**config.mk**
```make
export PLATFORM = sky130hd
export DESIGN_NAME = mem_port_arbiter_flat
export DESIGN_NICKNAME = d
export VERILOG_FILES = /design/src/rtl/cpu_mem_pkg.sv /design/src/rtl/mem_port_arbiter_if.sv /design/src/rtl/arb_starve_cnt.sv /design/src/rtl/mem_port_arbiter.sv /design/src/flat_wrapper.sv
export SDC_FILE = /design/constraint.sdc
export NUM_CORES = 1
export LEC_CHECK = 0
export CAP_MARGIN = 20
export CORE_MARGIN = 3
export CORE_UTILIZATION = 36
export CTS_CLUSTER_DIAMETER = 80
export CTS_CLUSTER_SIZE = 14
export DETAILED_ROUTE_END_ITERATION = 7
export PLACE_DENSITY = 0.79
export REMOVE_ABC_BUFFERS = 1
export SETUP_SLACK_MARGIN = 0.5
export SKIP_LAST_GASP = 1
export SYNTH_ARGS = -nofsm -noshare
export SYNTH_HDL_FRONTEND = slang
export SYNTH_SLANG_ARGS = --single-unit
```
**constraint.sdc**
```tcl
create_clock -name clock -period 1.6 [get_ports clock]
set_clock_uncertainty 0.15 [all_clocks]
set_input_delay 0.24 -clock clock [delete_from_list [all_inputs] [get_ports clock]]
set_output_delay 0.24 -clock clock [all_outputs]
set_load 0.005 [all_outputs]
```
**src/rtl/cpu_mem_pkg.sv**
```systemverilog
// Shared types and constants for the unified memory port arbiter.
// Covers the FSM encoding, the abort read data and the word-align mask.
package cpu_mem_pkg;

  typedef enum logic [1:0] {
    IDLE   = 2'd0,
    BUSY_I = 2'd1,
    BUSY_D = 2'd2
  } arb_state_e;

  localparam logic [31:0] ABORT_DATA = 32'hDEAD_BEEF;
  localparam logic [63:0] WORD_MASK  = ~64'h3;

endpackage

```
**src/rtl/mem_port_arbiter_if.sv**
```systemverilog
// CPU fetch/data and memory-side bundle of the memory port arbiter.
// The slave modport is the arbiter; the master modport is its environment.
interface mem_port_arbiter_if #(
  parameter int ADDR_W = 32,
  parameter int DATA_W = 32
);
  logic              i_req;
  logic [ADDR_W-1:0] i_addr;
  logic              i_gnt;
  logic              i_valid;
  logic [DATA_W-1:0] i_rdata;
  logic              d_req;
  logic              d_we;
  logic [ADDR_W-1:0] d_addr;
  logic [DATA_W-1:0] d_wdata;
  logic              d_gnt;
  logic              d_valid;
  logic [DATA_W-1:0] d_rdata;
  logic              m_req;
  logic              m_we;
  logic [ADDR_W-1:0] m_addr;
  logic [DATA_W-1:0] m_wdata;
  logic              m_ack;
  logic [DATA_W-1:0] m_rdata;
  logic              busy;
  logic              err;

  modport slave (
    input  i_req, i_addr, d_req, d_we, d_addr, d_wdata,
    input  m_ack, m_rdata,
    output i_gnt, i_valid, i_rdata, d_gnt, d_valid, d_rdata,
    output m_req, m_we, m_addr, m_wdata, busy, err
  );

  modport master (
    output i_req, i_addr, d_req, d_we, d_addr, d_wdata,
    output m_ack, m_rdata,
    input  i_gnt, i_valid, i_rdata, d_gnt, d_valid, d_rdata,
    input  m_req, m_we, m_addr, m_wdata, busy, err
  );
endinterface

```
**src/rtl/arb_starve_cnt.sv**
```systemverilog
// Saturating count of data grants taken while a fetch was pending.
// at_max tells the arbiter the fetch side must win the next grant.
module arb_starve_cnt #(
  parameter int STARVE_MAX = 4
) (
  input  logic clock,
  input  logic start,
  input  logic inc,
  input  logic clr,
  input  logic pend,
  output logic at_max
);
  localparam int CW = (STARVE_MAX > 0) ? $clog2(STARVE_MAX + 1) : 1;

  logic [CW-1:0] r_cnt;

  always_ff @(posedge clock or negedge start) begin
    if (!start) begin
      r_cnt <= '0;
    end else if (clr || (inc && !pend)) begin
      r_cnt <= '0;
    end else if (inc && !at_max) begin
      r_cnt <= r_cnt + 1'b1;
    end
  end

  assign at_max = (r_cnt == CW'(STARVE_MAX));
endmodule

```
**src/rtl/mem_port_arbiter.sv**
```systemverilog
// Fetch/data arbiter in front of a single-port memory, one access in flight.
// Define ARB_TIMEOUT_EN to abort accesses whose m_ack never arrives.
module mem_port_arbiter
  import cpu_mem_pkg::*;
#(
  parameter int ADDR_W     = 32,
  parameter int DATA_W     = 32,
  parameter int STARVE_MAX = 4
`ifdef ARB_TIMEOUT_EN
  ,
  parameter int TIMEOUT    = 16
`endif
) (
  input  logic clock,
  input  logic start,
  mem_port_arbiter_if.slave bus
);
  arb_state_e        r_state;
  arb_state_e        w_next;
  logic              w_at_max;
  logic              w_win_i;
  logic              w_win_d;
  logic              w_gnt_i;
  logic              w_gnt_d;
  logic              w_busy;
  logic              w_done;
  logic              w_tmo;
  logic [DATA_W-1:0] w_rd;
  logic              r_i_gnt;
  logic              r_d_gnt;
  logic              r_i_valid;
  logic              r_d_valid;
  logic              r_we;
  logic [ADDR_W-1:0] r_addr;
  logic [DATA_W-1:0] r_wdata;
  logic [DATA_W-1:0] r_i_rdata;
  logic [DATA_W-1:0] r_d_rdata;

  assign w_busy  = (r_state != IDLE);
  assign w_win_d = bus.d_req && !(bus.i_req && w_at_max);
  assign w_win_i = bus.i_req && !w_win_d;
  assign w_gnt_d = !w_busy && w_win_d;
  assign w_gnt_i = !w_busy && w_win_i;
  assign w_done  = w_busy && (bus.m_ack || w_tmo);
  assign w_rd    = bus.m_ack ? bus.m_rdata : DATA_W'(ABORT_DATA);

  arb_starve_cnt #(
    .STARVE_MAX(STARVE_MAX)
  ) u_starve (
    .clock (clock),
    .start (start),
    .inc   (w_gnt_d),
    .clr   (w_gnt_i),
    .pend  (bus.i_req),
    .at_max(w_at_max)
  );

`ifdef ARB_TIMEOUT_EN
  localparam int TW = $clog2(TIMEOUT + 1);

  logic [TW-1:0] r_tmo;
  logic          r_err;

  // r_tmo is the number of busy edges already seen since the grant edge
  assign w_tmo = w_busy && !bus.m_ack && (r_tmo == TW'(TIMEOUT - 1));

  always_ff @(posedge clock or negedge start) begin
    if (!start) begin
      r_tmo <= '0;
      r_err <= 1'b0;
    end else begin
      r_tmo <= w_busy ? r_tmo + 1'b1 : '0;
      r_err <= w_tmo;
    end
  end

  assign bus.err = r_err;
`else
  assign w_tmo   = 1'b0;
  assign bus.err = 1'b0;
`endif

  always_ff @(posedge clock or negedge start) begin
    if (!start) r_state <= IDLE;
    else        r_state <= w_next;
  end

  always_comb begin
    w_next = r_state;
    unique case (r_state)
      IDLE: begin
        unique case (1'b1)
          w_win_d: w_next = BUSY_D;
          w_win_i: w_next = BUSY_I;
          default: w_next = IDLE;
        endcase
      end
      default: if (w_done) w_next = IDLE;
    endcase
  end

  always_ff @(posedge clock or negedge start) begin
    if (!start) begin
      r_i_gnt   <= 1'b0;
      r_d_gnt   <= 1'b0;
      r_i_valid <= 1'b0;
      r_d_valid <= 1'b0;
      r_we      <= 1'b0;
      r_addr    <= '0;
      r_wdata   <= '0;
      r_i_rdata <= '0;
      r_d_rdata <= '0;
    end else begin
      r_i_gnt   <= w_gnt_i;
      r_d_gnt   <= w_gnt_d;
      r_i_valid <= w_done && (r_state == BUSY_I);
      r_d_valid <= w_done && (r_state == BUSY_D);
      if (w_gnt_i || w_gnt_d) begin
        r_addr  <= (w_gnt_d ? bus.d_addr : bus.i_addr)
                   & WORD_MASK[ADDR_W-1:0];
        r_we    <= w_gnt_d && bus.d_we;
        r_wdata <= w_gnt_d ? bus.d_wdata : '0;
      end
      if (w_done && (r_state == BUSY_I))
        r_i_rdata <= w_rd;
      // a completed store leaves the load data alone
      if (w_done && (r_state == BUSY_D) && !(r_we && bus.m_ack))
        r_d_rdata <= w_rd;
    end
  end

  assign bus.i_gnt   = r_i_gnt;
  assign bus.i_valid = r_i_valid;
  assign bus.i_rdata = r_i_rdata;
  assign bus.d_gnt   = r_d_gnt;
  assign bus.d_valid = r_d_valid;
  assign bus.d_rdata = r_d_rdata;
  assign bus.m_req   = w_busy;
  assign bus.busy    = w_busy;
  assign bus.m_we    = w_busy && r_we;
  assign bus.m_addr  = r_addr;
  assign bus.m_wdata = r_wdata;
endmodule
```
**src/flat_wrapper.sv**
```systemverilog
// flat-port wrapper written by rule: the top's interface ports become plain ports
module mem_port_arbiter_flat import cpu_mem_pkg::*;
#(
  parameter int ADDR_W     = 32,
  parameter int DATA_W     = 32,
  parameter int STARVE_MAX = 4

)
  (clock, start, bus_i_req, bus_i_addr, bus_d_req, bus_d_we, bus_d_addr, bus_d_wdata, bus_m_ack, bus_m_rdata, bus_i_gnt, bus_i_valid, bus_i_rdata, bus_d_gnt, bus_d_valid, bus_d_rdata, bus_m_req, bus_m_we, bus_m_addr, bus_m_wdata, bus_busy, bus_err);
  mem_port_arbiter_if #(.ADDR_W(ADDR_W), .DATA_W(DATA_W)) bus_i ();
  input  logic clock;
  input  logic start;
  input wire logic [$bits(bus_i.i_req)-1:0] bus_i_req;
  input wire logic [$bits(bus_i.i_addr)-1:0] bus_i_addr;
  input wire logic [$bits(bus_i.d_req)-1:0] bus_d_req;
  input wire logic [$bits(bus_i.d_we)-1:0] bus_d_we;
  input wire logic [$bits(bus_i.d_addr)-1:0] bus_d_addr;
  input wire logic [$bits(bus_i.d_wdata)-1:0] bus_d_wdata;
  input wire logic [$bits(bus_i.m_ack)-1:0] bus_m_ack;
  input wire logic [$bits(bus_i.m_rdata)-1:0] bus_m_rdata;
  output wire logic [$bits(bus_i.i_gnt)-1:0] bus_i_gnt;
  output wire logic [$bits(bus_i.i_valid)-1:0] bus_i_valid;
  output wire logic [$bits(bus_i.i_rdata)-1:0] bus_i_rdata;
  output wire logic [$bits(bus_i.d_gnt)-1:0] bus_d_gnt;
  output wire logic [$bits(bus_i.d_valid)-1:0] bus_d_valid;
  output wire logic [$bits(bus_i.d_rdata)-1:0] bus_d_rdata;
  output wire logic [$bits(bus_i.m_req)-1:0] bus_m_req;
  output wire logic [$bits(bus_i.m_we)-1:0] bus_m_we;
  output wire logic [$bits(bus_i.m_addr)-1:0] bus_m_addr;
  output wire logic [$bits(bus_i.m_wdata)-1:0] bus_m_wdata;
  output wire logic [$bits(bus_i.busy)-1:0] bus_busy;
  output wire logic [$bits(bus_i.err)-1:0] bus_err;
  assign bus_i.i_req = bus_i_req;
  assign bus_i.i_addr = bus_i_addr;
  assign bus_i.d_req = bus_d_req;
  assign bus_i.d_we = bus_d_we;
  assign bus_i.d_addr = bus_d_addr;
  assign bus_i.d_wdata = bus_d_wdata;
  assign bus_i.m_ack = bus_m_ack;
  assign bus_i.m_rdata = bus_m_rdata;
  assign bus_i_gnt = bus_i.i_gnt;
  assign bus_i_valid = bus_i.i_valid;
  assign bus_i_rdata = bus_i.i_rdata;
  assign bus_d_gnt = bus_i.d_gnt;
  assign bus_d_valid = bus_i.d_valid;
  assign bus_d_rdata = bus_i.d_rdata;
  assign bus_m_req = bus_i.m_req;
  assign bus_m_we = bus_i.m_we;
  assign bus_m_addr = bus_i.m_addr;
  assign bus_m_wdata = bus_i.m_wdata;
  assign bus_busy = bus_i.busy;
  assign bus_err = bus_i.err;
  mem_port_arbiter #(.ADDR_W(ADDR_W), .DATA_W(DATA_W), .STARVE_MAX(STARVE_MAX)) u_core (.clock(clock), .start(start), .bus(bus_i));
endmodule
```
==> results.json, run 1 <==
{
  "rows": 44,
  "final_nets": 996,
  "synth-seq-area-share_pct": 63.2,
  "synth_area_um2": 5390,
  "ys_ff_latch": 136,
  "dp_hpwl_um": 11900,
  "numClockSinks": 136,
  "worst_ep_arrival_time_ns": 2.00,
  "io_pins": 270,
  "synthDistinctLibCells": 32,
  "overflow": 0,
  "gp_congestion": 0.870,
  "drt_iter0_drc": 290,
  "irDropWorstVdd_mv": 0.944,
  "p_leak_uw": 0.00494,
  "syn_avg_cell_area_um2": 11.8,
  "final_util_pct": 71.2,
  "r2r_cells": 5,
  "die_x_um": 128,
  "cp-end-kind": "flip-flop",
  "drv_cap": 0,
  "outcome": "finished with violations",
  "vias": 5518,
  "start_kind": "flip-flop",
  "syn-instance-count": 455,
  "synthFlopType": "dfrtp_1",
  "grt_pass1_wl_um": 30000,
  "powerDensity_nw_per_um2": 1760,
  "multi_input_area_um2": 2090,
  "hold_path_class": "input pin to asynchronous set/reset pin",
  "synth_top_cell_by_area": "dfrtp_1",
  "grt_use_total_pct": 23.3,
  "first_pass_iters": 4,
  "finalHoldViolCount": 0,
  "fillers": 958,
  "start_util_pct": 36.9,
  "clkTransAtPathRegs_ns": 0.06,
  "cp.required_ns": 1.73,
  "timing.rr.end": "u_core.bus.m_addr[24]",
  "setup_viol_count_final": 135,
  "htree_levels": 4,
  "numCtsBuffers": 17,
  "rsz0062_at_grt": "true",
  "critPathKind": "flip-flop to flip-flop",
  "synth_enable_flop_cells": 0,
  "antenna_left": 0,
  "clockBufferDepth": 2,
  "regArea_um2": 3400,
  "instances_no_fill": 1056,
  "setup.worst_path.start": "u_core.r_state[0]",
  "drv_slew": 0,
  "yosysMostFrequentCell": "dfrtp_1",
  "wl_per_cell_um": 21.4,
  "cts_root_buffer": "clkbuf_16",
  "fmax_mhz": 537,
  "cts_tree": "done",
  "routed_wl_um": 22600,
  "path_max_fanout": 8,
  "fp.dieH_um": 128,
  "first_global_vias": 5480,
  "ff2ff_setup_slack_ns": -0.26,
  "drc": 0,
  "clock_latency_ns": 0.40,
  "via_per_inst": 5.23,
  "antenna_found_initial": 0,
  "post-route-min-period_ns": 1.86,
  "area_delta_synth_final_pct": 93.0,
  "yosysWarnings": 0,
  "grt_max_degree": 43,
  "die_area_um2": 16500,
  "crit_end": "u_core.bus.m_addr[24]",
  "r2r_start": "u_core.r_state[0]",
  "yosysTopAreaCellShare_pct": 63.2,
  "drive_above_1_share_pct": 46.2,
  "violations": "setup timing",
  "async_reset_ff_share_pct": 100,
  "antennaDiodeCount": 0,
  "netlist_top_cells_count": "dfrtp_1, nand2_1, a22o_1",
  "finalCritPeriodShare_pct": 116,
  "synth_top_cells_by_area": "dfrtp_1, o221a_1, a22o_1",
  "port_buffers": 262,
  "fin_ws_ns": -0.262,
  "coreArea_um2": 14600,
  "dp.cells": 899
}
## cells in the final DEF (no fill, tap or decap), types with 2 or more instances in the layout
cell,netlist,layout
a22o_1,33,33
a31oi_1,24,23
buf_12,0,10
buf_16,0,11
buf_2,13,128
buf_4,4,99
buf_6,0,25
buf_8,0,6
bufinv_16,0,4
clkbuf_1,19,2
clkbuf_16,0,29
clkbuf_8,0,5
clkdlybuf4s50_1,0,128
clkinv_2,0,2
conb_1,1,3
dfrtp_1,136,136
inv_1,32,27
inv_2,0,5
mux2_2,9,9
mux2i_1,2,2
nand2_1,42,31
nand2_2,0,4
nand2_4,0,7
nand3_2,0,7
nand3_4,0,3
nor2_2,0,13
nor2_4,0,13
nor4b_4,0,2
o21ai_0,26,14
o21ai_1,1,3
o21ai_2,0,7
o21ai_4,0,3
o21bai_1,28,28
o221a_1,28,28
## per-stage QoR
step                worst slack (ns)  hold slack [ns]  total power (uW)  area (um^2)  setup TNS, ns
floorplan                      -1.20           -0.206              7670         5220         -74.13
CTS                           -0.222            0.141             16200         9300         -10.40
finish                        -0.262            0.149             18300        10400         -19.97
detailed placement            -0.434          0.00492             12100         8450         -27.04
global placement              -0.391          0.00170             11900         8450         -23.66
global route                  -0.311            0.149             19200        10400         -25.92
## worst max-delay path, stage by stage (launching register included)
cell	delay (ns)
dfrtp_1	0.41
buf_6	0.14
or3b_4	0.39
a21o_4	0.27
buf_12	0.16
o221a_1	0.21
## final cells by class
type	count	area share, %
Inverter	33	1.31
Timing Repair Buffer	422	37.4
Clock inverter	7	1.34
Clock buffer	24	4.83
Tap cell	184	2.22
Multi-Input combinational cell	250	20.1
Sequential cell	136	32.7
## logic make-up after synthesis
family                     share of synthesized area (%)
DFF                                                 63.2
buffers and inverters                               5.53
other                                             0.0696
and+or+nand+nor                                     7.04
muxes                                               2.46
adders and majority gates                          0.465
AOI/OAI and AO/OA                                   21.2
## where the power goes
part           internal, uW  leakage (uW)  switching, uW
Clock                  2810      0.000316           1450
Combinational          4840       0.00302           3350
Sequential             4920       0.00161            918
Total                 12600       0.00494           5710
## metal layers
layer  GRT usage [%]  vias to the layer above  routed length, um
li1                -                     2436                  -
met1            29.5                     2760               8490
met2            38.5                      276              11700
met3            5.71                       46               1780
met4            9.24                        0                653
met5               0                        -                  0
## registers in the layout, summed over array words and instances, names as in the netlist
register	count
u_core.bus.d_rdata	32
u_core.r_we	1
u_core.u_starve.r_cnt	3
u_core.bus.i_valid	1
u_core.bus.i_rdata	32
u_core.bus.m_addr	30
u_core.bus.m_wdata	32
u_core.r_state	2
u_core.bus.i_gnt	1
u_core.bus.d_gnt	1
u_core.bus.d_valid	1
## worst min-delay path by stage
stage | from | end | slack, ns
final | start | u_core.bus.d_gnt | 0.15
after global routing | start | u_core.bus.d_gnt | 0.15
after CTS | start | u_core.bus.m_wdata[16] | 0.14
after detailed placement | start | u_core.bus.m_wdata[16] | 0.005
after global placement | start | u_core.bus.m_wdata[7] | 0.002
after floorplan | start | u_core.bus.d_gnt | -0.21
## timing repair
item,in CTS,in global routing
buffers inserted,49,50
endpoints found under the setup margin,268,269
hold endpoints to repair,136,0
hold buffers,1,0
pin swaps,16,59
resized for setup,579,114
cloned,12,14
Note: power is estimated with default switching activity, not from simulation.
==> run 2, diff against run 1 <==
--- a/config.mk
+++ b/config.mk
@@ -12,9 +12,7 @@
 export CTS_CLUSTER_SIZE = 14
 export DETAILED_ROUTE_END_ITERATION = 7
 export PLACE_DENSITY = 0.79
-export REMOVE_ABC_BUFFERS = 1
 export SETUP_SLACK_MARGIN = 0.5
-export SKIP_LAST_GASP = 1
 export SYNTH_ARGS = -nofsm -noshare
 export SYNTH_HDL_FRONTEND = slang
 export SYNTH_SLANG_ARGS = --single-unit
==> results.json, run 2 (synthesis gave the netlist of run 1 again) <==
{
  "outcome": "finished with violations",
  "violations": "setup timing",
  "place_ws_ns": -0.415,
  "r2r_start": "u_core.r_state[0]",
  "drive_above_1_share_pct": 48.0,
  "cpMaxStageDelayCell": "dfrtp_1",
  "p_leak_uw": 0.00493,
  "routed_wl_um": 21100,
  "ff2ff_setup_slack_ns": -0.29,
  "post-route-min-period_ns": 1.89,
  "cp-end-kind": "flip-flop",
  "drv_cap": 0,
  "timing.rr.end": "u_core.bus.d_rdata[11]",
  "cp.required_ns": 1.75,
  "dp.cells": 899,
  "max_stage_delay_ns": 0.40,
  "overflow": 0,
  "drt_iter0_drc": 301,
  "crit_end": "u_core.bus.d_rdata[11]",
  "p_sw_uw": 5660,
  "rsz0062_at_grt": "true",
  "crit_path_frequent_cell": "buf_6",
  "final_cell_mix": "dfrtp_1, buf_2, clkdlybuf4s50_1",
  "first_pass_iters": 5,
  "cts_root_buffer": "clkbuf_16",
  "finalHoldViolCount": 0,
  "clock_latency_ns": 0.42,
  "cp_num_buf_inv": 4,
  "tns_ns": -17.45,
  "htree_levels": 4,
  "internal-power_uw": 12100,
  "io_pins": 270,
  "port_buffers": 262,
  "numClockSinks": 136,
  "start_kind": "flip-flop",
  "hold_path_class": "input pin to asynchronous set/reset pin",
  "finalCritPeriodShare_pct": 118,
  "setup.worst_path.start": "u_core.r_state[0]",
  "powerDensity_nw_per_um2": 1720,
  "final_common_cell": "dfrtp_1",
  "start_util_pct": 36.9,
  "clockBufferDepth": 2,
  "drv_slew": 0,
  "r2r_cells": 7,
  "pwr-share-seq_pct": 33.2,
  "clkTransAtPathRegs_ns": 0.06,
  "path_cells": "buf_6 > buf_6 > and4bb_4 > buf_8 > buf_16 > nor2_4 > a31oi_1",
  "setup_viol_count_final": 133,
  "fin_ws_ns": -0.294,
  "cts_tree": "done",
  "path_depth": 7,
  "first_global_vias": 5393,
  "grt_use_total_pct": 22.4,
  "rows": 44,
  "die_x_um": 128,
  "grt_max_degree": 45,
  "cp_top_family": "buffers and inverters",
  "vias": 5470,
  "instances_no_fill": 1055,
  "antenna_found_initial": 0,
  "area_delta_synth_final_pct": 91.3,
  "numCtsBuffers": 17,
  "fp.dieH_um": 128,
  "totalPowerFinal_uw": 17700,
  "pwr-share-clk_pct": 20.8,
  "path_max_fanout": 6,
  "final_nets": 995,
  "drc": 0,
  "coreArea_um2": 14600,
  "die_area_um2": 16500,
  "via_per_inst": 5.18,
  "irDropWorstVdd_mv": 0.837,
  "worst_ep_arrival_time_ns": 2.04,
  "gp_congestion": 0.811,
  "antenna_left": 0,
  "grt_pass1_wl_um": 28600,
  "fillers": 988,
  "p_comb_share_pct": 46.0,
  "fmax_mhz": 528,
  "antennaDiodeCount": 0,
  "dp_hpwl_um": 12100,
  "wl_per_cell_um": 20.0,
  "switching_share_pct": 31.9,
  "critPathKind": "flip-flop to flip-flop",
  "hold_ws_ns": 0.133
}
-- run 2: cell count changes in the layout (fill, tap and decap cells not counted), sizes merged --
cell and change:
bufinv -3, clkinvlp +2, bufbuf -1, buf +4, dlygate4sd2 -1, clkbuf -2
-- run 2: area by class of cell --
cell class | instances | area (um^2) | share of cell area [%]
repair buffers | 421 | 3840 | 37.2
clock buffers | 25 | 485 | 4.71
multi-input cells | 250 | 2140 | 20.8
inverters | 33 | 136 | 1.32
clock inverters | 6 | 67.6 | 0.656
flip-flops and latches | 136 | 3400 | 33.0
well taps | 184 | 230 | 2.23
-- run 2: metrics by stage --
stage	util (%)	instance area (um^2)
2_1_floorplan	-	5570
3_3_place_gp	58.5	8530
3_5_place_dp	58.5	8530
4_1_cts	64.0	9340
5_1_grt	70.6	10300
6_report	70.6	10300
-- run 2: worst min-delay path by stage --
stage,slack (ns),endpoint,start,depth (start not counted)
after floorplan,-0.21,u_core.bus.d_gnt,start,0
after global placement,-0.02,u_core.bus.d_rdata[15],start,1
after detailed placement,-0.01,u_core.bus.i_rdata[19],start,1
after CTS,0.12,u_core.bus.d_rdata[19],start,2
after global routing,0.16,u_core.bus.d_rdata[18],start,2
final,0.13,u_core.bus.d_rdata[10],start,2
-- run 2: power groups by stage --
stage / combinational, uW / clock, uW / sequential (uW)
2_1_floorplan: 2130 / 0 / 5830
3_3_place_gp: 6130 / 0 / 5810
3_5_place_dp: 6360 / 0 / 5840
4_1_cts: 6420 / 3710 / 5770
5_1_grt: 8700 / 3880 / 6000
6_report: 8150 / 3690 / 5870
-- run 2: routing by layer --
| metal | vias up | GRT usage [%] | part of all wire (%) |
|---|---|---|---|
| met4 | 0 | 8.55 | 3.4 |
| met2 | 286 | 37.6 | 52 |
| met1 | 2687 | 28.1 | 38 |
| met3 | 59 | 5.54 | 7.4 |
| li1 | 2438 | - | - |
| met5 | - | 0 | 0 |
-- run 2: repair_timing --
action                                  in CTS  in global routing
gates resized for setup                    600                 84
hold buffers                                 1                  0
endpoints found under the setup margin     268                269
endpoints found under the hold margin      136                  0
buffers inserted                            52                 52
gates cloned                                 9                 11
pin swaps                                   30                 29
-- run 2: worst register-to-register path, cell delays in order, from the launching register on --
cell      delay, ns
dfrtp_1        0.40
buf_6          0.13
buf_6          0.11
and4bb_4       0.40
buf_8          0.15
buf_16         0.14
nor2_4         0.03
a31oi_1        0.26
